<file path="src/rtl/sync_fifo_prog_if.sv">
// Handshake/status bundle for sync_fifo_prog.
//   master modport: producer/consumer side (drives clr, writes, reads, thresholds).
//   slave modport : FIFO side (drives rd_data, count, flags, error pulses).
// Signals:
//   clr           synchronous flush
//   wr_enb/wr_data  write request and data
//   rd_enb/rd_data  read request and data
//   afull_thresh/aempty_thresh  runtime almost-full / almost-empty thresholds
//   count         occupancy 0..DEPTH
//   full/empty/half/almost_full/almost_empty  status flags
//   overflow/underflow  one-cycle pulses for rejected write/read
interface sync_fifo_prog_if #(
  parameter int unsigned WIDTH = 8,
  parameter int unsigned DEPTH = 16
);
  localparam int unsigned CW = $clog2(DEPTH + 1);

  logic             clr;
  logic             wr_enb;
  logic [WIDTH-1:0] wr_data;
  logic             rd_enb;
  logic [WIDTH-1:0] rd_data;
  logic [CW-1:0]    afull_thresh;
  logic [CW-1:0]    aempty_thresh;
  logic [CW-1:0]    count;
  logic             full;
  logic             empty;
  logic             half;
  logic             almost_full;
  logic             almost_empty;
  logic             overflow;
  logic             underflow;

  modport master (
    output clr, wr_enb, wr_data, rd_enb, afull_thresh, aempty_thresh,
    input  rd_data, count, full, empty, half, almost_full, almost_empty, overflow, underflow
  );

  modport slave (
    input  clr, wr_enb, wr_data, rd_enb, afull_thresh, aempty_thresh,
    output rd_data, count, full, empty, half, almost_full, almost_empty, overflow, underflow
  );
endinterface

</file>
<file path="src/rtl/sync_fifo_prog.sv">
// Single-clock FIFO with occupancy count, runtime almost-full/almost-empty thresholds,
// synchronous flush and registered overflow/underflow pulses. DEPTH need not be a power of 2.
// Ports:
//   clk   clock, all logic on posedge
//   rstn  asynchronous active-low reset (clears pointers, count, rd_data, pulses)
//   bus   sync_fifo_prog_if.slave: clr, wr_enb/wr_data, rd_enb/rd_data, thresholds,
//         count, full/empty/half/almost_full/almost_empty, overflow/underflow
// Configuration:
//   FIFO_FWFT_EN defined   -> first-word fall-through: rd_data shows the head combinationally.
//   FIFO_FWFT_EN undefined -> registered read data, one cycle after an accepted read.
module sync_fifo_prog #(
  parameter int unsigned WIDTH = 8,
  parameter int unsigned DEPTH = 16
) (
  input logic              clk,
  input logic              rstn,
  sync_fifo_prog_if.slave  bus
);
  localparam int unsigned CW = $clog2(DEPTH + 1);
  localparam int unsigned PW = (DEPTH > 1) ? $clog2(DEPTH) : 1;

  logic [WIDTH-1:0] mem [DEPTH];
  logic [PW-1:0]    wr_ptr_q, rd_ptr_q;
  logic [CW-1:0]    count_q, count_d;
  logic             overflow_q, underflow_q;
  logic             full_w, empty_w, wr_acc, rd_acc;

  assign full_w  = (count_q == CW'(DEPTH));
  assign empty_w = (count_q == '0);
  assign rd_acc  = bus.rd_enb & ~empty_w;
  // A read in the same cycle frees a slot, so a full FIFO can still take a write.
  assign wr_acc  = bus.wr_enb & (~full_w | rd_acc);

  // Explicit wrap keeps non-power-of-2 depths correct.
  function automatic logic [PW-1:0] ptr_inc(input logic [PW-1:0] p);
    return (p == PW'(DEPTH - 1)) ? '0 : p + 1'b1;
  endfunction

  always_comb begin
    count_d = count_q;
    if (bus.clr) begin
      count_d = '0;
    end else begin
      unique case ({wr_acc, rd_acc})
        2'b10:   count_d = count_q + 1'b1;
        2'b01:   count_d = count_q - 1'b1;
        default: count_d = count_q;
      endcase
    end
  end

  always_ff @(posedge clk or negedge rstn) begin
    if (!rstn) begin
      wr_ptr_q    <= '0;
      rd_ptr_q    <= '0;
      count_q     <= '0;
      overflow_q  <= 1'b0;
      underflow_q <= 1'b0;
    end else begin
      count_q <= count_d;
      if (bus.clr) begin
        wr_ptr_q    <= '0;
        rd_ptr_q    <= '0;
        overflow_q  <= 1'b0;
        underflow_q <= 1'b0;
      end else begin
        if (wr_acc) wr_ptr_q <= ptr_inc(wr_ptr_q);
        if (rd_acc) rd_ptr_q <= ptr_inc(rd_ptr_q);
        overflow_q  <= bus.wr_enb & ~wr_acc;
        underflow_q <= bus.rd_enb & ~rd_acc;
      end
    end
  end

  // Storage is intentionally not reset.
  always_ff @(posedge clk) begin
    if (wr_acc && !bus.clr) mem[wr_ptr_q] <= bus.wr_data;
  end

`ifdef FIFO_FWFT_EN
  assign bus.rd_data = mem[rd_ptr_q];
`else
  logic [WIDTH-1:0] rd_data_q;

  always_ff @(posedge clk or negedge rstn) begin
    if (!rstn) begin
      rd_data_q <= '0;
    end else if (rd_acc && !bus.clr) begin
      rd_data_q <= mem[rd_ptr_q];
    end
  end

  assign bus.rd_data = rd_data_q;
`endif

  assign bus.count        = count_q;
  assign bus.full         = full_w;
  assign bus.empty        = empty_w;
  assign bus.half         = (count_q >= CW'(DEPTH / 2));
  assign bus.almost_full  = (count_q >= bus.afull_thresh);
  assign bus.almost_empty = (count_q <= bus.aempty_thresh);
  assign bus.overflow     = overflow_q;
  assign bus.underflow    = underflow_q;
endmodule
</file>
<file path="src/flat_wrapper.sv">
// flat-port wrapper written by rule: the top's interface ports become plain ports
module sync_fifo_prog_flat 
#(
  parameter int unsigned WIDTH = 8,
  parameter int unsigned DEPTH = 16
)
  (clk, rstn, bus_clr, bus_wr_enb, bus_wr_data, bus_rd_enb, bus_afull_thresh, bus_aempty_thresh, bus_rd_data, bus_count, bus_full, bus_empty, bus_half, bus_almost_full, bus_almost_empty, bus_overflow, bus_underflow);
  sync_fifo_prog_if #(.WIDTH(WIDTH), .DEPTH(DEPTH)) bus_i ();
  input logic clk;
  input logic rstn;
  input wire logic [$bits(bus_i.clr)-1:0] bus_clr;
  input wire logic [$bits(bus_i.wr_enb)-1:0] bus_wr_enb;
  input wire logic [$bits(bus_i.wr_data)-1:0] bus_wr_data;
  input wire logic [$bits(bus_i.rd_enb)-1:0] bus_rd_enb;
  input wire logic [$bits(bus_i.afull_thresh)-1:0] bus_afull_thresh;
  input wire logic [$bits(bus_i.aempty_thresh)-1:0] bus_aempty_thresh;
  output wire logic [$bits(bus_i.rd_data)-1:0] bus_rd_data;
  output wire logic [$bits(bus_i.count)-1:0] bus_count;
  output wire logic [$bits(bus_i.full)-1:0] bus_full;
  output wire logic [$bits(bus_i.empty)-1:0] bus_empty;
  output wire logic [$bits(bus_i.half)-1:0] bus_half;
  output wire logic [$bits(bus_i.almost_full)-1:0] bus_almost_full;
  output wire logic [$bits(bus_i.almost_empty)-1:0] bus_almost_empty;
  output wire logic [$bits(bus_i.overflow)-1:0] bus_overflow;
  output wire logic [$bits(bus_i.underflow)-1:0] bus_underflow;
  assign bus_i.clr = bus_clr;
  assign bus_i.wr_enb = bus_wr_enb;
  assign bus_i.wr_data = bus_wr_data;
  assign bus_i.rd_enb = bus_rd_enb;
  assign bus_i.afull_thresh = bus_afull_thresh;
  assign bus_i.aempty_thresh = bus_aempty_thresh;
  assign bus_rd_data = bus_i.rd_data;
  assign bus_count = bus_i.count;
  assign bus_full = bus_i.full;
  assign bus_empty = bus_i.empty;
  assign bus_half = bus_i.half;
  assign bus_almost_full = bus_i.almost_full;
  assign bus_almost_empty = bus_i.almost_empty;
  assign bus_overflow = bus_i.overflow;
  assign bus_underflow = bus_i.underflow;
  sync_fifo_prog #(.WIDTH(WIDTH), .DEPTH(DEPTH)) u_core (.clk(clk), .rstn(rstn), .bus(bus_i));
endmodule
</file>
<file path="config.mk">
export PLATFORM = sky130hd
export DESIGN_NAME = sync_fifo_prog_flat
export DESIGN_NICKNAME = d
export VERILOG_FILES = /design/src/rtl/sync_fifo_prog_if.sv /design/src/rtl/sync_fifo_prog.sv /design/src/flat_wrapper.sv
export SDC_FILE = /design/constraint.sdc
export NUM_CORES = 1
export LEC_CHECK = 0
export CORE_MARGIN = 2
export CORE_UTILIZATION = 50
export CTS_CLUSTER_DIAMETER = 120
export DETAILED_ROUTE_END_ITERATION = 6
export MAX_ROUTING_LAYER = met4
export PLACE_DENSITY = 0.69
export SKIP_LAST_GASP = 1
export SYNTH_ARGS = -nofsm -noshare
export SYNTH_HDL_FRONTEND = slang
export SYNTH_SLANG_ARGS = --single-unit
</file>
<file path="constraint.sdc">
create_clock -name clk -period 3 [get_ports clk]
set_input_delay 0.3 -clock clk [delete_from_list [all_inputs] [get_ports clk]]
set_output_delay 0.3 -clock clk [all_outputs]
set_load 0.1 [all_outputs]
</file>
==> Word level (Yosys, flattened, before mapping) <==
Memories as Yosys holds them, arrays and structs flattened. A register that Yosys moved wholly into a read port is not among the register bits.
Index checks and enable logic that the tools add are counted.
Widths: inputs -> output; s select.
{ "word_totals": {"ramBits": 128, "reg_bits": 15, "n_memories": 1, "in_bits": 23, "elab_cells": 47, "output_inout_bits": 20} }
{ "memory_table": {"columns": ["name", "words", "width", "rd", "rd_clocked_by_memory_dff", "write_ports", "line", "source"], "rows": [
  ["u_core.mem", 16, 8, 1, 1, 1, "sync_fifo_prog.sv:22", "logic [WIDTH-1:0] mem [DEPTH];"]
]} }
{ "classes": {"n_bitwise": 9, "n_lt_le_gt_ge": 3, "n_reduce_logical": 8, "addsub": 4, "muxes": 12, "n_eq_ne": 5} }
{ "ops": {"columns": ["operator", "count"], "rows": [
  ["$mux 4", 6],
  ["$pmux 5 s2", 1],
  ["$add 4x1->4 const B", 2],
  ["$eq 4x4->1 const B", 2],
  ["$add 5x1->5 const B", 1],
  ["$eq 5x5->1 const B", 1],
  ["$ge 5x4->1 const B", 1],
  ["$ge 5x5->1", 1],
  ["$le 5x5->1", 1],
  ["$logic_not 5->1", 1],
  ["$mux 5", 1],
  ["$sub 5x1->5 const B", 1],
  ["$and 1x1->1", 4],
  ["$mux 1", 4],
  ["$not 1->1", 4],
  ["$reduce_bool 2->1", 2],
  ["$reduce_bool 3->1", 1],
  ["$eq 2x1->1 const B", 1],
  ["$eq 2x2->1 const B", 1],
  ["$logic_and 1x1->1", 2],
  ["$logic_not 1->1", 2],
  ["$or 1x1->1", 1]
]} }

==> Depth between registers and ports, before layout <==
Gate-level depths: netlist (run 1).
{ "logic_depth": {"ltp_word": 8, "depth_mapped": 10, "ltp_nobuf": 10} }

==> Worst setup path before layout (run 1) <==
No wires, ideal clock.
{ "synth_timing": {"path_kind": "register to output", "startpoint": "register u_core.count_q[1] (netlist: u_core.bus.count[1])", "endpoint": "output port bus_almost_empty", "stages_incl_launch_ff": 7, "slack_ps": -785, "path_buffers": 0, "required_ps": 2700, "arrival_time_ps": 3485, "path_cell_list": "dfrtp_1 ha_1 nor2b_1 o21a_1 o21a_1 o21a_1 o22ai_1"} }
{ "synth_between": {"elab_chain_len": 1} }
{ "synth_lines": {"columns": ["element", "line", "source"], "rows": [
  ["start, declared", "sync_fifo_prog.sv:24", "logic [CW-1:0] count_q, count_d;"],
  ["start signal, assigned", "sync_fifo_prog.sv:60", "count_q <= count_d;"],
  ["$le 5x5->1", "sync_fifo_prog.sv:101", "assign bus.almost_empty = (count_q <= bus.aempty_thresh);"],
  ["end, declared", "flat_wrapper.sv:23", "output wire logic [$bits(bus_i.almost_empty)-1:0] bus_almost_empty;"]
]} }
Every way passes these cells.

==> Worst setup path after layout (run 1) <==
{ "layout_timing": {"startpoint": "register u_core.count_q[1] (netlist: u_core.bus.count[1])", "endpoint": "register u_core.count_q[4] (netlist: u_core.bus.count[4])"} }
{ "layout_between": {"elab_chain_len": 8, "elab_cells_between_ends": 14, "classes_between": "2 x add/sub; 3 x eq/ne; 2 x mux; 5 x bitwise; 2 x reduce/logical"} }
{ "layout_lines": {"columns": ["element", "line", "source"], "rows": [
  ["$logic_not 5->1", "sync_fifo_prog.sv:29", "assign empty_w = (count_q == '0);"],
  ["$not 1->1", "sync_fifo_prog.sv:30", "assign rd_acc = bus.rd_enb & ~empty_w;"],
  ["$and 1x1->1", "sync_fifo_prog.sv:30", null],
  ["$or 1x1->1", "sync_fifo_prog.sv:32", "assign wr_acc = bus.wr_enb & (~full_w | rd_acc);"],
  ["$and 1x1->1", "sync_fifo_prog.sv:32", null],
  ["$eq 2x1->1 or $eq 2x2->1 (tied branches)", "sync_fifo_prog.sv:44", "unique case ({wr_acc, rd_acc})"],
  ["$pmux 5 s2", "sync_fifo_prog.sv:44", null],
  ["$mux 5", "sync_fifo_prog.sv:41", "if (bus.clr) begin"]
]} }
Parallel ways exist; a longest one is shown, timed or not.
A chain may end at the register's enable or synchronous reset.

==> flow_summary_export.csv, run 1 <==
group,metric,value,unit
status,status,"completed",
power,pwr-share-clk,32.6,%
power,seq_power_share,37.4,%
worst_setup_path,crit_required,3350,ps
cts,clockBufferDepth,2,
routing,drc,0,
routing,routed_via_density,5.512,
worst_setup_path,crit_type,"reg2reg",
worst_setup_path,crit_family,"simple AND/OR/NAND/NOR gates",
worst_setup_path,cp_slowest_cell,"dfrtp_1",
routing,maxUsedRoutingLayer,"met4",
cts,post_cts_buffers,0,
timing,fmax,379.7,MHz
placed_design,post_dp_cell_area,7043,µm²
synth,synthXorXnorAreaFrac,0.6801,%
synth,synth_top_family_by_area,"multiplexers",
cts,clk_pin_slew,60,ps
cts,clock-root-buffer,"clkbuf_16",
timing,max_slew_margin,23.43,%
run,drv_cap,0,
floorplan,die_x,117.5,µm
timing,setup_tns,0,ps
routing,drt_wl_total,12220,µm
timing,min_period,2634,ps
synth,syn_area,6439,µm²
cts,cts_sinks,151,
worst_setup_path,cp.buffers_inverters,1,
worst_setup_path,crit_chain,"nor4_4, nand2_2, nand2_1, inv_2, ha_1, nand2b_1, a21oi_1, mux2i_1, a32oi_1, a21oi_1",
worst_setup_path,end_kind,"register",
routing,first_pass_iters,4,
synth,synthDistinctLibCells,38,
cts,cts_tree,"done",
synth,ys.flop_type,"edfxtp_1",
power,peakVddDrop,0.0009239,V
layout,final_common_cell,"edfxtp_1",
synth,synthMuxAreaShare,14.52,%
power,powerDensity,883.4,nW/µm²
grt,grt_usage,19.98,%
timing,finalHoldViolCount,0,
floorplan,die_area,13800,µm²
floorplan,num_io_pins,43,
synth,seq_area_frac_synth,68.64,%
power,leakagePower,2.669,nW
routing,route.detailed.wl_per_inst,20.00,µm
layout,antennaDiodeCount,0,
power,sw_frac_of_total,35.16,%
routing,met3RoutedLength,824,µm
timing,maxSlewViolCount,0,
power,power_switching,2.379,mW
timing,rsz0062_at_grt,"false",
hold_path,hold_path.class,"in2async",
timing,clock_skew,7.739,ps
routing,drtIter0Drc,265,
synth,synth_adder_area_share,3.809,%
cts,cts_hold_buf,0,
timing,setup_viol,0,
synth,synth_edf_count,128,
worst_setup_path,cp_common_cell,"a21oi_1",
timing,period_share,87.80,%
floorplan,coreArea,12620,µm²
worst_setup_path,critPathMaxStageDelay,480,ps
cts,cts_resized,0,
routing,vias,3368,
synth,synth-simple-area-share,6.879,%
layout,n_fill_cell,956,
power,p_comb_share,30.0,%
worst_setup_path,start_kind,"register",
timing,worstMarginPinSlew,1145,ps
layout,final_cell_mix,"edfxtp_1, mux4_2, clkdlybuf4s50_1",
grt,grt_pass1_vias,3549,
cts,insertion_delay,430,ps
cts,cts_buffers,17,
synth,synth_cells,376,
cts,h-tree-depth,4,
grt,antenna_found_initial,0,
worst_setup_path,arrival,2980,ps
grt,grt_max_degree,37,
floorplan,std_cell_rows,41,
layout,design_area,7660,µm²
power,p_int,4.387,mW
placed_design,io_buffers,42,
placed_design,dp_hpwl,7804,µm
layout,nNetsFinal,468,
synth,synth.avg_cell_area,17.12,µm²
synth,ys_ff_latch,151,
floorplan,start_util,51.02,%
grt,grt_pass1_wl,19650,µm
synth,ys_async_sr_fraction,15.23,%
synth,syn_nets,418,
routing,wl_met2,6036,µm
worst_setup_path,cp_max_fo,8,
layout,syn_to_final_growth,18.97,%
grt,grt.overflow.total,0,
routing,postRouteAntennaNets,0,
placed_design,gp_congestion,0.8163,
synth,yosysWarnings,0,
layout,drive_above_1_share,21.87,%
floorplan,die_h,117.5,µm
synth,synth_compound_area_share,3.517,%
routing,wl_met1,5158,µm
cells by family (layout without fill, tap and decap cells):
group / count (synthesis) / in the layout
flip-flops: 151 / 151
AND/OR/NAND/NOR: 83 / 83
multiplexers: 53 / 53
AO/OA/AOI/OAI: 33 / 33
buffers and inverters: 32 / 95
adder cells (fa/ha/maj): 19 / 19
XOR/XNOR: 5 / 5
Yosys cell counts (2+ instances only):
cell      count  share of area (%)
and2_1       17                1.7
ha_1         18                3.5
xor2_1        4               0.54
o21a_1        3               0.35
inv_1        13               0.76
nand3b_1      2               0.23
nor2b_1       4               0.39
buf_1         2               0.12
nor2_1       14               0.82
a21oi_1      12               0.93
nand2b_1      6               0.58
mux2_1        3               0.52
nand2_1      22                1.3
clkbuf_1     10               0.58
dfrtp_1      23                8.9
o21ai_0       3               0.23
or3_1         3               0.29
mux2i_1      18                2.8
mux4_2       32                 11
nand3_1       6               0.47
buf_2         5               0.39
edfxtp_1    128                 60
a21o_1        2               0.23
nor3b_1       3               0.35
o221ai_1      8                1.1
inv_2         2               0.12
a311o_1       2               0.31
worst reg2reg max path: stages, from the launching register on:
cell and delay, ps:
dfrtp_1 480, nor4_4 480, nand2_2 190, nand2_1 150, inv_2 80, ha_1 320
nand2b_1 70, a21oi_1 290, mux2i_1 250, a32oi_1 80, a21oi_1 160
worst paths after layout:
kind                                                   start                                 to  slack (ps)  cells after the start
max                          u_core.bus.count[1]$_DFFE_PN0P_    u_core.bus.count[4]$_DFFE_PN0P_         370                     10
min                                                     rstn    u_core.bus.count[3]$_DFFE_PN0P_         490                      1
max reg2reg                  u_core.bus.count[1]$_DFFE_PN0P_    u_core.bus.count[4]$_DFFE_PN0P_         370                     10
min reg2reg                u_core.bus.rd_data[3]$_DFFE_PN0P_  u_core.bus.rd_data[3]$_DFFE_PN0P_         510                      2
max in group asynchronous                               rstn     u_core.rd_ptr_q[0]$_DFFE_PN0P_        1750                      1
min in group clk           u_core.bus.rd_data[3]$_DFFE_PN0P_  u_core.bus.rd_data[3]$_DFFE_PN0P_         510                      2
flip-flops by register name, indices dropped and copies added, names as in the netlist:
register and cells:
u_core.wr_ptr_q 4, u_core.bus.overflow 1, u_core.rd_ptr_q 4, u_core.mem 128, u_core.bus.rd_data 8, u_core.bus.count 5
u_core.bus.underflow 1
power by group through the flow:
stage | Sequential [mW] | Clock, mW | Combinational [mW]
after floorplan | 3.06 | 0 | 1.08
after global placement | 2.58 | 0 | 2.02
after detailed placement | 2.58 | 0 | 2.04
after CTS | 2.54 | 2.24 | 2.05
after global routing | 2.55 | 2.33 | 2.16
final | 2.53 | 2.21 | 2.03
metrics by stage:
step                hold slack (ps)  worst slack, ps  instances  power (mW)  util (%)
global route                  536.8            118.3        611       7.044     60.70
detailed placement            485.1            424.1        579       4.620     55.81
floorplan                     4.409            110.6        376       4.142         -
finish                        487.8            366.1        611       6.767     60.70
CTS                           511.2            369.2        611       6.827     60.70
global placement              496.8            507.3        579       4.594     55.81
cell type report:
class	instances	area [µm²]	share of cell area (%)
flip-flops and latches	151	4420	57.71
multi-input cells	193	1918	25.04
repair buffers	48	432.9	5.652
clock buffers	17	425.4	5.554
well taps	172	215.2	2.810
clock inverters	15	191.4	2.499
inverters	15	56.30	0.7351
layer usage:
metal	GRT usage, %	up-vias
li1	-	1561
met1	24.99	1683
met2	31.14	107
met3	5.959	17
met4	7.605	0
met5	-	-
Power figures use the tool's default switching activity.
==> run 2: changes to the inputs <==
--- a/config.mk
+++ b/config.mk
@@ -7,6 +7,7 @@
 export LEC_CHECK = 0
 export CORE_MARGIN = 2
 export CORE_UTILIZATION = 50
+export CTS_BUF_LIST = sky130_fd_sc_hd__clkbuf_8
 export CTS_CLUSTER_DIAMETER = 120
 export DETAILED_ROUTE_END_ITERATION = 6
 export MAX_ROUTING_LAYER = met4
==> run 2 against run 1 <==
  * Sequential power is essentially flat
  * First-iteration DRC count shrank 4.5%
  * Critical path type unchanged
  * Fmax increased by 0.17%
  * Hold slack worse by 27 ps
  * Largest power group unchanged
  * Critical path depth did not move
  * Critical endpoint unchanged
  * Register-to-register slack hardly changed
  * Clock skew grew 3.9 ps
  * Sequential share of layout area is 1.5 points higher
  * Die area did not move
  * Via count rose by 0.33%
  * Power fell by 8.4%
  * Design area fell by 2.5%
==> flow_summary_export.csv, run 2 (synthesized netlist as in run 1, its figures left out) <==
group,metric,value,unit
status,status,"completed",
worst_setup_path,reg2regPathDepth,10,
timing,worstMarginPinSlew,1200,ps
cts,cts_sinks,151,
layout,drive_above_1_share,21.87,%
run,drv_cap,0,
grt,grt_pass1_wl,19290,µm
placed_design,dp_hpwl,7804,µm
worst_setup_path,reg2reg_to,"u_core.bus.count[4]$_DFFE_PN0P_",
layout,regMostFlops,"u_core.mem",
cts,cts_resized,0,
floorplan,start_util,51.02,%
power,peakVddDrop,0.0009281,V
layout,antennaDiodeCount,0,
placed_design,place_ws,424.1,ps
timing,period_share,87.65,%
routing,first_pass_iters,4,
routing,vias,3379,
cts,cts_hold_buf,0,
timing,maxSlewViolCount,0,
worst_setup_path,start_kind,"register",
timing,clock_skew,11.68,ps
power,powerDensity,830.1,nW/µm²
routing,wl_met1,5196,µm
routing,drc,0,
layout,fin_util,59.18,%
cts,clock-root-buffer,"clkbuf_8",
worst_setup_path,r2r_slack,370,ps
cts,post_cts_buffers,0,
grt,antenna_found_initial,0,
hold_path,hold_path.class,"in2async",
routing,met3RoutedLength,801,µm
timing,worst_slack,370.5,ps
grt,grt_max_degree,37,
worst_setup_path,crit_required,3370,ps
timing,finalHoldViolCount,0,
cts,cts_tree,"done",
timing,fmax,380.3,MHz
timing,setup_viol,0,
routing,route.detailed.wl_per_inst,19.73,µm
floorplan,die_area,13800,µm²
timing,max_slew_margin,20.02,%
floorplan,std_cell_rows,41,
cts,clockBufferDepth,2,
cts,h-tree-depth,4,
layout,final_common_cell,"edfxtp_1",
worst_setup_path,cp_max_fo,8,
floorplan,die_x,117.5,µm
worst_setup_path,arrival,3000,ps
routing,drtIter0Drc,253,
floorplan,die_h,117.5,µm
floorplan,coreArea,12620,µm²
layout,syn_to_final_growth,15.99,%
worst_setup_path,crit_type,"reg2reg",
timing,min_period,2629,ps
routing,drt_wl_total,12050,µm
power,finalPower,6.200,mW
cts,clk_pin_slew,80,ps
worst_setup_path,critPathLaunch,"u_core.bus.count[1]$_DFFE_PN0P_",
layout,largest_reg_flops,128,
timing,rsz0062_at_grt,"false",
timing,setup_tns,0,ps
placed_design,io_buffers,42,
cts,cts_buffers,17,
worst_setup_path,r2r_start,"u_core.bus.count[1]$_DFFE_PN0P_",
routing,wl_met2,5898,µm
cts,insertion_delay,450,ps
grt,grt_pass1_vias,3523,
worst_setup_path,end_kind,"register",
worst_setup_path,critPathCapture,"u_core.bus.count[4]$_DFFE_PN0P_",
power,leakagePower,2.581,nW
layout,final_cell_mix,"edfxtp_1, mux4_2, clkdlybuf4s50_1",
floorplan,num_io_pins,43,
routing,routed_via_density,5.530,
routing,postRouteAntennaNets,0,
grt,grt_usage,19.56,%
placed_design,gp_congestion,0.8163,
layout,nNetsFinal,468,
routing,maxUsedRoutingLayer,"met4",
grt,grt.overflow.total,0,
run 2: layout make-up:
type                       instances  area [µm²]
fill                             981        5151
clock buffer                      17       234.0
sequential                       151        4420
clock inverter                    15       191.4
multi-input combinational        193        1918
timing repair buffer              48       432.9
tap                              172       215.2
inverter                          15       56.30
run 2: worst min path at each step:
stage,from,endpoint,depth (start not counted)
3_3_place_gp,u_core.bus.rd_data[2]$_DFFE_PN0P_,u_core.bus.rd_data[2]$_DFFE_PN0P_,2
2_1_floorplan,rstn,u_core.bus.count[0]$_DFFE_PN0P_,0
5_1_grt,u_core.bus.rd_data[4]$_DFFE_PN0P_,u_core.bus.rd_data[4]$_DFFE_PN0P_,2
6_report,rstn,u_core.bus.count[3]$_DFFE_PN0P_,1
4_1_cts,rstn,u_core.bus.count[3]$_DFFE_PN0P_,1
3_5_place_dp,u_core.bus.rd_data[3]$_DFFE_PN0P_,u_core.bus.rd_data[3]$_DFFE_PN0P_,2
run 2: worst max-delay path, stage by stage (launching register included):
cell	delay, ps
dfrtp_1	480
nor4_4	480
nand2_2	190
nand2_1	150
inv_2	80
ha_1	320
nand2b_1	70
a21oi_1	290
mux2i_1	250
a32oi_1	80
a21oi_1	160
run 2: power breakdown:
group / internal (mW) / switching (mW) / leakage [nW]
clock network: 0.847 / 0.795 / 0.211
registers: 2.38 / 0.149 / 1.45
logic: 0.673 / 1.36 / 0.915
total: 3.90 / 2.30 / 2.58
run 2: per-layer routing:
layer	GRT usage (%)	vias to the layer above
li1	-	1558
met3	5.717	11
met5	-	-
met1	24.88	1707
met2	30.52	103
met4	6.702	0
run 2: metrics by stage:
step | hold WS [ps] | area [µm²] | instances
finish | 461.1 | 7468 | 611
floorplan | 4.409 | 6464 | 376
CTS | 476.2 | 7468 | 611
detailed placement | 485.1 | 7043 | 579
global route | 542.2 | 7468 | 611
global placement | 496.8 | 7043 | 579
==> run 3: changes to the inputs <==
==> constraint.sdc (replaced) <==
create_clock -name clk -period 3.01 [get_ports clk]
set_input_delay 0.301 -clock clk [delete_from_list [all_inputs] [get_ports clk]]
set_output_delay 0.301 -clock clk [all_outputs]
set_load 0.1 [all_outputs]
==> run 3 against run 2 <==
  * Critical path depth is 2 lower
  * Core utilization is 0.46 points lower
  * Clock skew is 0.71 ps lower
==> flow_summary_export.csv, run 3 (synthesized netlist as in run 1, its figures left out) <==
group,metric,value,unit
routing,wl_met1,5139,µm
worst_setup_path,r2r_start,"u_core.bus.count[1]$_DFFE_PN0P_",
layout,syn_to_final_growth,15.10,%
cts,post_cts_buffers,0,
cts,cts_resized,0,
power,seq_power_share,42.9,%
timing,worstMarginPinSlew,1078,ps
grt,grt_max_degree,24,
routing,drt_wl_total,12160,µm
floorplan,die_h,117.5,µm
routing,maxUsedRoutingLayer,"met4",
hold_path,hold_path.class,"in2async",
worst_setup_path,crit_type,"reg2out",
cts,clock-root-buffer,"clkbuf_8",
timing,min_period,2611,ps
grt,grt_usage,19.60,%
run,drv_cap,0,
grt,grt.overflow.total,0,
routing,drc,0,
layout,multi_input_area,1918,µm²
grt,grt_pass1_wl,19270,µm
cts,h-tree-depth,4,
worst_setup_path,end_kind,"primary output",
power,p_comb_share,34.3,%
layout,final_cell_mix,"edfxtp_1, mux4_2, clkdlybuf4s50_1",
worst_setup_path,reg2regPathDepth,10,
power,power_switching,2.179,mW
floorplan,coreArea,12620,µm²
placed_design,place_ws,324.9,ps
floorplan,num_io_pins,43,
worst_setup_path,crit_required,2710,ps
worst_setup_path,start_kind,"register",
timing,finalHoldViolCount,0,
grt,grt_pass1_vias,3423,
power,pwr-share-clk,22.9,%
routing,postRouteAntennaNets,0,
worst_setup_path,critPathLaunch,"u_core.bus.count[0]$_DFFE_PN0P_",
layout,final_common_cell,"edfxtp_1",
timing,worst_slack,398.6,ps
status,status,"completed",
timing,maxSlewViolCount,0,
routing,routed_via_density,5.531,
cts,clockBufferDepth,2,
worst_setup_path,r2r_slack,440,ps
timing,rsz0062_at_grt,"false",
timing,setup_tns,0,ps
placed_design,io_buffers,42,
layout,drive_above_1_share,20.09,%
layout,antennaDiodeCount,0,
timing,clock_skew,10.97,ps
layout,nNetsFinal,467,
worst_setup_path,cp_max_fo,4,
routing,route.detailed.wl_per_inst,19.93,µm
power,sw_frac_of_total,36.77,%
worst_setup_path,arrival,2310,ps
timing,setup_viol,0,
power,powerDensity,799.7,nW/µm²
worst_setup_path,reg2reg_to,"u_core.bus.count[4]$_DFFE_PN0P_",
timing,fmax,382.9,MHz
layout,n_fill_cell,963,
cts,cts_buffers,17,
cts,cts_tree,"done",
power,leakagePower,2.583,nW
layout,largest_reg_flops,128,
routing,first_pass_iters,4,
routing,wl_met2,5903,µm
timing,max_slew_margin,27.91,%
floorplan,die_x,117.5,µm
routing,drtIter0Drc,230,
layout,regMostFlops,"u_core.mem",
power,p_int,3.747,mW
cts,cts_hold_buf,0,
layout,layout.area.seq,4420,µm²
floorplan,std_cell_rows,41,
grt,antenna_found_initial,0,
cts,insertion_delay,440,ps
cts,cts_sinks,151,
routing,vias,3374,
floorplan,die_area,13800,µm²
power,peakVddDrop,0.0006017,V
placed_design,gp_congestion,0.7839,
floorplan,start_util,51.02,%
placed_design,dp_hpwl,8199,µm
cts,clk_pin_slew,80,ps
routing,met3RoutedLength,889,µm
timing,period_share,86.76,%
run 3: cell count changes in the layout (fill, tap and decap cells not counted), sizes merged:
cell / previous run / this run
clkinvlp: 2 / 0
clkinv: 2 / 3
clkbuf: 17 / 20
bufinv: 3 / 1
buf: 24 / 23
run 3: power groups by stage:
stage	clock network (mW)	registers [mW]	logic, mW
floorplan	0	3.05	1.08
global placement	0	2.58	2.03
detailed placement	0	2.59	2.05
CTS	1.39	2.55	2.06
global route	1.47	2.56	2.16
finish	1.35	2.54	2.03
run 3: per-stage QoR:
stage	instance area (µm²)	cells	hold WS (ps)	util, %	total power, mW
floorplan	6464	376	5.409	-	4.128
global placement	7061	578	493.1	55.95	4.613
detailed placement	7061	578	484.3	55.95	4.640
CTS	7411	610	465.6	58.73	5.992
global route	7411	610	514.8	58.73	6.197
finish	7411	610	439.3	58.73	5.926
run 3: layout make-up:
type,instances,share of cell area [%]
repair buffers,47,6.078
clock buffers,20,3.714
well taps,172,2.904
flip-flops and latches,151,59.65
clock inverters,12,1.013
inverters,15,0.7597
multi-input cells,193,25.88
run 3: worst max-delay path by stage:
stage / to / depth (start not counted)
6_report: bus_almost_full / 8
5_1_grt: u_core.bus.count[4]$_DFFE_PN0P_ / 10
4_1_cts: bus_almost_full / 8
3_5_place_dp: u_core.bus.count[4]$_DFFE_PN0P_ / 9
3_3_place_gp: u_core.bus.count[4]$_DFFE_PN0P_ / 9
2_1_floorplan: bus_almost_empty / 6
run 3: critical path, stage by stage (launching register included):
cell and delay (ps):
dfrtp_1 450, inv_1 170, ha_1 310, nand2b_1 140, a21oi_1 130, nor2b_1 50, o21ai_0 290, a21oi_4 80
buf_4 240
run 3: metal layers:
metal	GRT usage, %	vias to the layer above
met2	28.80	104
li1	-	1548
met5	-	-
met3	6.056	21
met4	7.756	0
met1	25.89	1701
==> edit 1: new RTL, config.mk and constraints of run 2 <==
Add a define of `FIFO_FWFT_EN`.
--- a/src/rtl/sync_fifo_prog.sv
+++ b/src/rtl/sync_fifo_prog.sv
@@ -9,4 +9,6 @@
 //   FIFO_FWFT_EN defined   -> first-word fall-through: rd_data shows the head combinationally.
 //   FIFO_FWFT_EN undefined -> registered read data, one cycle after an accepted read.
+`define FIFO_FWFT_EN
+
 module sync_fifo_prog #(
   parameter int unsigned WIDTH = 8,
Check against the original RTL: not equivalent (Yosys sat finds a counterexample within 4 cycles, from zero or initial values and one cycle with rstn low).
==> edit 1 against run 2 <==
  * Register-to-register slack gained 0.06 ns
  * Clock skew shrank 0.0044 ns
  * Synthesized area shrank 3.2%
  * Highest routed layer unchanged
  * Critical path depth shrank 3
  * Sequential power shrank 7%
  * Total power shrank 3.1%
  * Wire length grew 0.40%
  * Combinational power shrank 3%
  * Critical path type is now flip-flop to primary output
  * Sequential cell count shrank 8
  * Setup slack lost 0.16 ns
  * Die area shrank 3.1%
  * Global-route usage grew 0.85 points
  * Final area shrank 1.0%
==> edit 1: results (changes against run 2) <==
* Top reg by flops: u_core.mem
* Worst path arrival time at 2.49 ns (-0.51 ns)
* Max FFs per register at 128 (unchanged)
* Met2 Usage GRT at 0.312 (+0.00631)
* DR pass1 iterations at 4 (unchanged)
* Synth unique cells at 41 (+7.9%)
* Commonest cells post-synth: 128 x edfxtp_1, 26 x mux2i_1, 21 x nand2_1, 19 x a21oi_1
* Gr usage total at 0.204 (+0.00854)
* DR iter-0 viols at 287 (+13%)
* Buffers on Ports at 42 (unchanged)
* Post-Syn Nets at 441 (+5.5%)
* Share of layout cells above drive strength 1 at 0.191 (-0.0278)
* Final Skew at 0.00727 ns (-0.00441 ns)
* FFs w/ async S/R, synth at 0.105 (-0.0474)
* CP endpoint: bus_rd_data[3]
* Post-synth EDFFs at 128 (unchanged)
* Max FO, Critical Path at 22 (+14)
* GP Congestion at 0.825 (+1.0%)
* R2R Setup Slk at 0.43 ns (+0.06 ns)
* Detailed Place HPWL at 8020 um (+2.7%)
* Lkg Pwr at 2.59 nW (+0.32%)
* Routed vias/inst at 5.56 (+0.62%)
* Initial antenna violation count at 0 (unchanged)
* Cts bufs inserted at 17 (unchanged)
* Post-DP Area at 6940 sq um (-1.5%)
* CTS H-tree depth at 4 (unchanged)
* Max VDD drop at 1050 uV (+13%)
* RR Startpoint: u_core.bus.count[1]$_DFFE_PN0P_
* Ys Warns at 0 (unchanged)
* Hold WC Path Type: primary input to async pin
* Final Net Count at 490 (+4.7%)
* Largest net degree at the start of global routing at 23 (-38%)
* Multiplexer area fraction after synthesis at 0.119 (-0.0257)
* Vias in the first global route at 3443 (-2.3%)
* Top cells by area, synth: edfxtp_1 62%, dfrtp_1 6.0%, mux4_2 5.8%
* Result of the run: finished clean
* Met1 GRT Util at 0.280 (+0.0311)
* Start point of the critical path: u_core.rd_ptr_q[0]$_DFFE_PN0P_
* Post-Synth Adder-Cell Area at 0.0394 (+0.00127)
* First-pass GRT wire length at 19200 um (-0.29%)
* Worst slew pin tran at 0.714 ns (-0.486 ns)
* XOR/XNOR Fraction of Synth Area at 0.00703 (+0.000227)
* Top-area cell type share of the netlist area at 0.617 (+0.0199)
* Cell count of the worst reg-to-reg path at 10 (unchanged)
* Sequential area share after synthesis at 0.677 (-0.00925)
* Global Route met3 Usage at 0.0476 (-0.00958)
* WL final at 12100 um (+0.40%)
* Complex-gate fraction of the synthesized area at 0.0651 (+0.0299)
* Root Buffer Master: clkbuf_8
edit 1: cell types whose count changed after synthesis, moves of 8 or more:
cell,change
dfrtp_1,-8
a22oi_1,+8
mux2_2,+8
o21ai_0,+15
mux2i_1,+8
a221oi_1,+8
o221ai_1,-8
mux4_2,-16
edit 1: per-layer routing:
layer,up-vias,share of wire
li1,1636,-
met1,1734,0.44
met2,120,0.48
met3,10,0.070
met4,0,0.0074
met5,-,0
edit 1: kinds of logic (layout without fill, tap and decap cells):
kind of cell,count (synthesis),count (layout)
AO/OA/AOI/OAI,64,64
XOR/XNOR,5,5
adder cells (fa/ha/maj),19,19
buffers and inverters,34,96
flip-flops,143,143
multiplexers,53,53
AND/OR/NAND/NOR,81,81
edit 1: area by class of cell:
cell class / instances / area (sq um)
well taps: 168 / 210
clock inverters: 15 / 218
fillers: 932 / 4720
clock buffers: 17 / 234
multi-input cells: 222 / 1900
inverters: 15 / 56.3
flip-flops and latches: 143 / 4220
repair buffers: 49 / 548
edit 1: critical path: stages (launching register included):
cell and delay, ns:
dfrtp_4 0.66, buf_4 0.31, mux2_2 0.35, o21ai_0 0.14
a21oi_1 0.08, o21ai_0 0.19, nand2_1 0.13, buf_12 0.19
edit 1: timing repair:
| action | CTS | global route |
|---|---|---|
| buffers inserted | 0 | 0 |
| endpoints found under the setup margin | 1 | 0 |
| resized for setup | 1 | 0 |
edit 1: worst min path at each step:
stage | end | cells after the start | startpoint | slack [ns]
after floorplan | u_core.bus.count[0]$_DFFE_PN0P_ | 0 | rstn | 0.004
after global placement | u_core.rd_ptr_q[1]$_DFFE_PN0P_ | 2 | u_core.rd_ptr_q[1]$_DFFE_PN0P_ | 0.57
after detailed placement | u_core.rd_ptr_q[1]$_DFFE_PN0P_ | 2 | u_core.rd_ptr_q[1]$_DFFE_PN0P_ | 0.58
after CTS | u_core.bus.count[0]$_DFFE_PN0P_ | 1 | rstn | 0.30
after global routing | u_core.bus.count[0]$_DFFE_PN0P_ | 1 | rstn | 0.33
final | u_core.bus.count[0]$_DFFE_PN0P_ | 1 | rstn | 0.28
edit 1: stage by stage:
step / total power, mW / worst slack [ns] / cells
floorplan: 3.80 / 0.111 / 399
global placement: 4.35 / 0.396 / 597
detailed placement: 4.37 / 0.342 / 597
CTS: 6.07 / 0.144 / 629
global route: 6.26 / 0.0432 / 629
finish: 6.01 / 0.210 / 629
edit 1: power by group:
group	switching [mW]	total (mW)	leakage [nW]	internal [mW]
combinational	1.26	1.97	1.01	0.715
clock	0.704	1.69	0.228	0.988
sequential	0.123	2.35	1.35	2.22
==> edit 2: new RTL, flow settings as in run 2 <==
Made on the original files. Reset style: synchronous (`rstn`), changed in 2 clocked blocks. Comments in the files are not updated.
--- a/src/rtl/sync_fifo_prog.sv
+++ b/src/rtl/sync_fifo_prog.sv
@@ -50,5 +50,5 @@
   end
 
-  always_ff @(posedge clk or negedge rstn) begin
+  always_ff @(posedge clk) begin
     if (!rstn) begin
       wr_ptr_q    <= '0;
@@ -83,5 +83,5 @@
   logic [WIDTH-1:0] rd_data_q;
 
-  always_ff @(posedge clk or negedge rstn) begin
+  always_ff @(posedge clk) begin
     if (!rstn) begin
       rd_data_q <= '0;
Check against the original RTL: differs if rstn is asserted again (counterexample within 4 cycles, from zero or initial values and one cycle with rstn low); with rstn held inactive, the same outputs for 10 cycles.
==> edit 2 against run 2 <==
  * Synthesized cell count decreased by 0.27%
  * Final area rose by 0.30%
  * Die area shrank 0.48%
  * Highest routed layer unchanged
  * Count of clock-buffer cells in the layout stayed put
  * Sequential cell count is the same
  * Setup slack improved by 0.083 ns
  * Wire length grew 2.4%
  * Worst hold slack better by 0.048 ns
  * Critical endpoint is now bus_almost_full
  * Synthesized area is 0.49% lower
  * Register-to-register slack better by 0.21 ns
Power is not compared: it rests on default switching activity, and its combinational part moved more than twofold at a synthesized area within 25%.
==> edit 2: results (changes against run 2) <==
* Hold slack at 0.509 ns (+0.0482 ns)
* Met1 GRT Util at 0.263 (+0.0138)
* Drt wl/cell at 19.6 um (-0.56%)
* XOR/XNOR Fraction of Synth Area at 0.00683 (+0.0000332)
* Worst path max stage delay at 0.42 ns (-0.06 ns)
* Share of layout cells above drive strength 1 at 0.267 (+0.0483)
* Top cells by area, synth: edfxtp_1 60%, mux4_2 9.1%, dfxtp_1 7.2%
* Post-Syn Nets at 417 (-0.24%)
* CP endpoint: bus_almost_full
* DR iter-0 viols at 292 (+15%)
* Complex-gate fraction of the synthesized area at 0.0508 (+0.0156)
* Routed via count at 3492 (+3.3%)
* Hold WC Path Type: flip-flop to flip-flop
* Max FO, Critical Path at 5 (-3)
* Syn Area/Cell at 17.1 sq um (-0.22%)
* Place WS at 0.305 ns (-0.119 ns)
* Start point of the critical path: u_core.bus.count[0]$_SDFFE_PP0P_
* Detailed Place HPWL at 8200 um (+5.1%)
* Final Net Count at 486 (+3.8%)
* Met3 Wirelength at 623 um (-22%)
* Post-Synth Adder-Cell Area at 0.0383 (+0.000186)
* Top achievable clock speed at 393 MHz (+3.3%)
* FFs w/ async S/R, synth at 0 (-0.152)
* CP max stage cell: dfxtp_1
* RR Endpoint: u_core.bus.count[4]$_SDFFE_PP0P_
* Post-DP Area at 7100 sq um (+0.87%)
* Final non-filler cell total at 629 (+2.9%)
* M1 wire length at 5580 um (+7.4%)
* R2R Setup Slk at 0.58 ns (+0.21 ns)
* Multiplexer area fraction after synthesis at 0.149 (+0.00403)
* Met2 wire length at 5940 um (+0.76%)
* GP Congestion at 0.837 (+2.6%)
* Gr usage total at 0.198 (+0.00247)
* Cells after DPL at 597 (+3.1%)
* Global Route met3 Usage at 0.0458 (-0.0113)
* Result of the run: finished clean
* CP delay by family, top: compound AO/OA/AOI/OAI gates
* Slew headroom at 0.359 (+0.158)
* Commonest cells post-synth: 128 x edfxtp_1, 29 x nor2_1, 26 x mux4_2, 23 x dfxtp_1, 18 x ha_1
* Filler cells at 950 (-3.2%)
* Sequential area share after synthesis at 0.672 (-0.0146)
* Cell count of the worst reg-to-reg path at 9 (-1)
[edit 2: cell count changes after synthesis, sizes merged, moves of 6 or more]
| cell | delta |
|---|---|
| mux2i | -7 |
| dfrtp | -23 |
| clkbuf | -6 |
| and2 | -16 |
| dfxtp | +23 |
| o221ai | -7 |
| o21ai | +9 |
| nand2 | -11 |
| nor2 | +15 |
| a22oi | +8 |
[edit 2: power by group]
part           leakage, nW  switching, mW  internal, mW  total [mW]
logic                0.992          0.164        0.0896       0.254
registers             1.34         0.0113          2.28        2.30
clock network        0.189          0.759         0.743        1.50
total                 2.52          0.935          3.12        4.05
[edit 2: area by class of cell]
class / count / share of cell area
sequential: 151 / 0.575
multi-input combinational: 193 / 0.262
timing repair buffer: 65 / 0.0748
inverter: 16 / 0.00802
clock buffer: 17 / 0.0312
clock inverter: 15 / 0.0204
tap: 172 / 0.0287
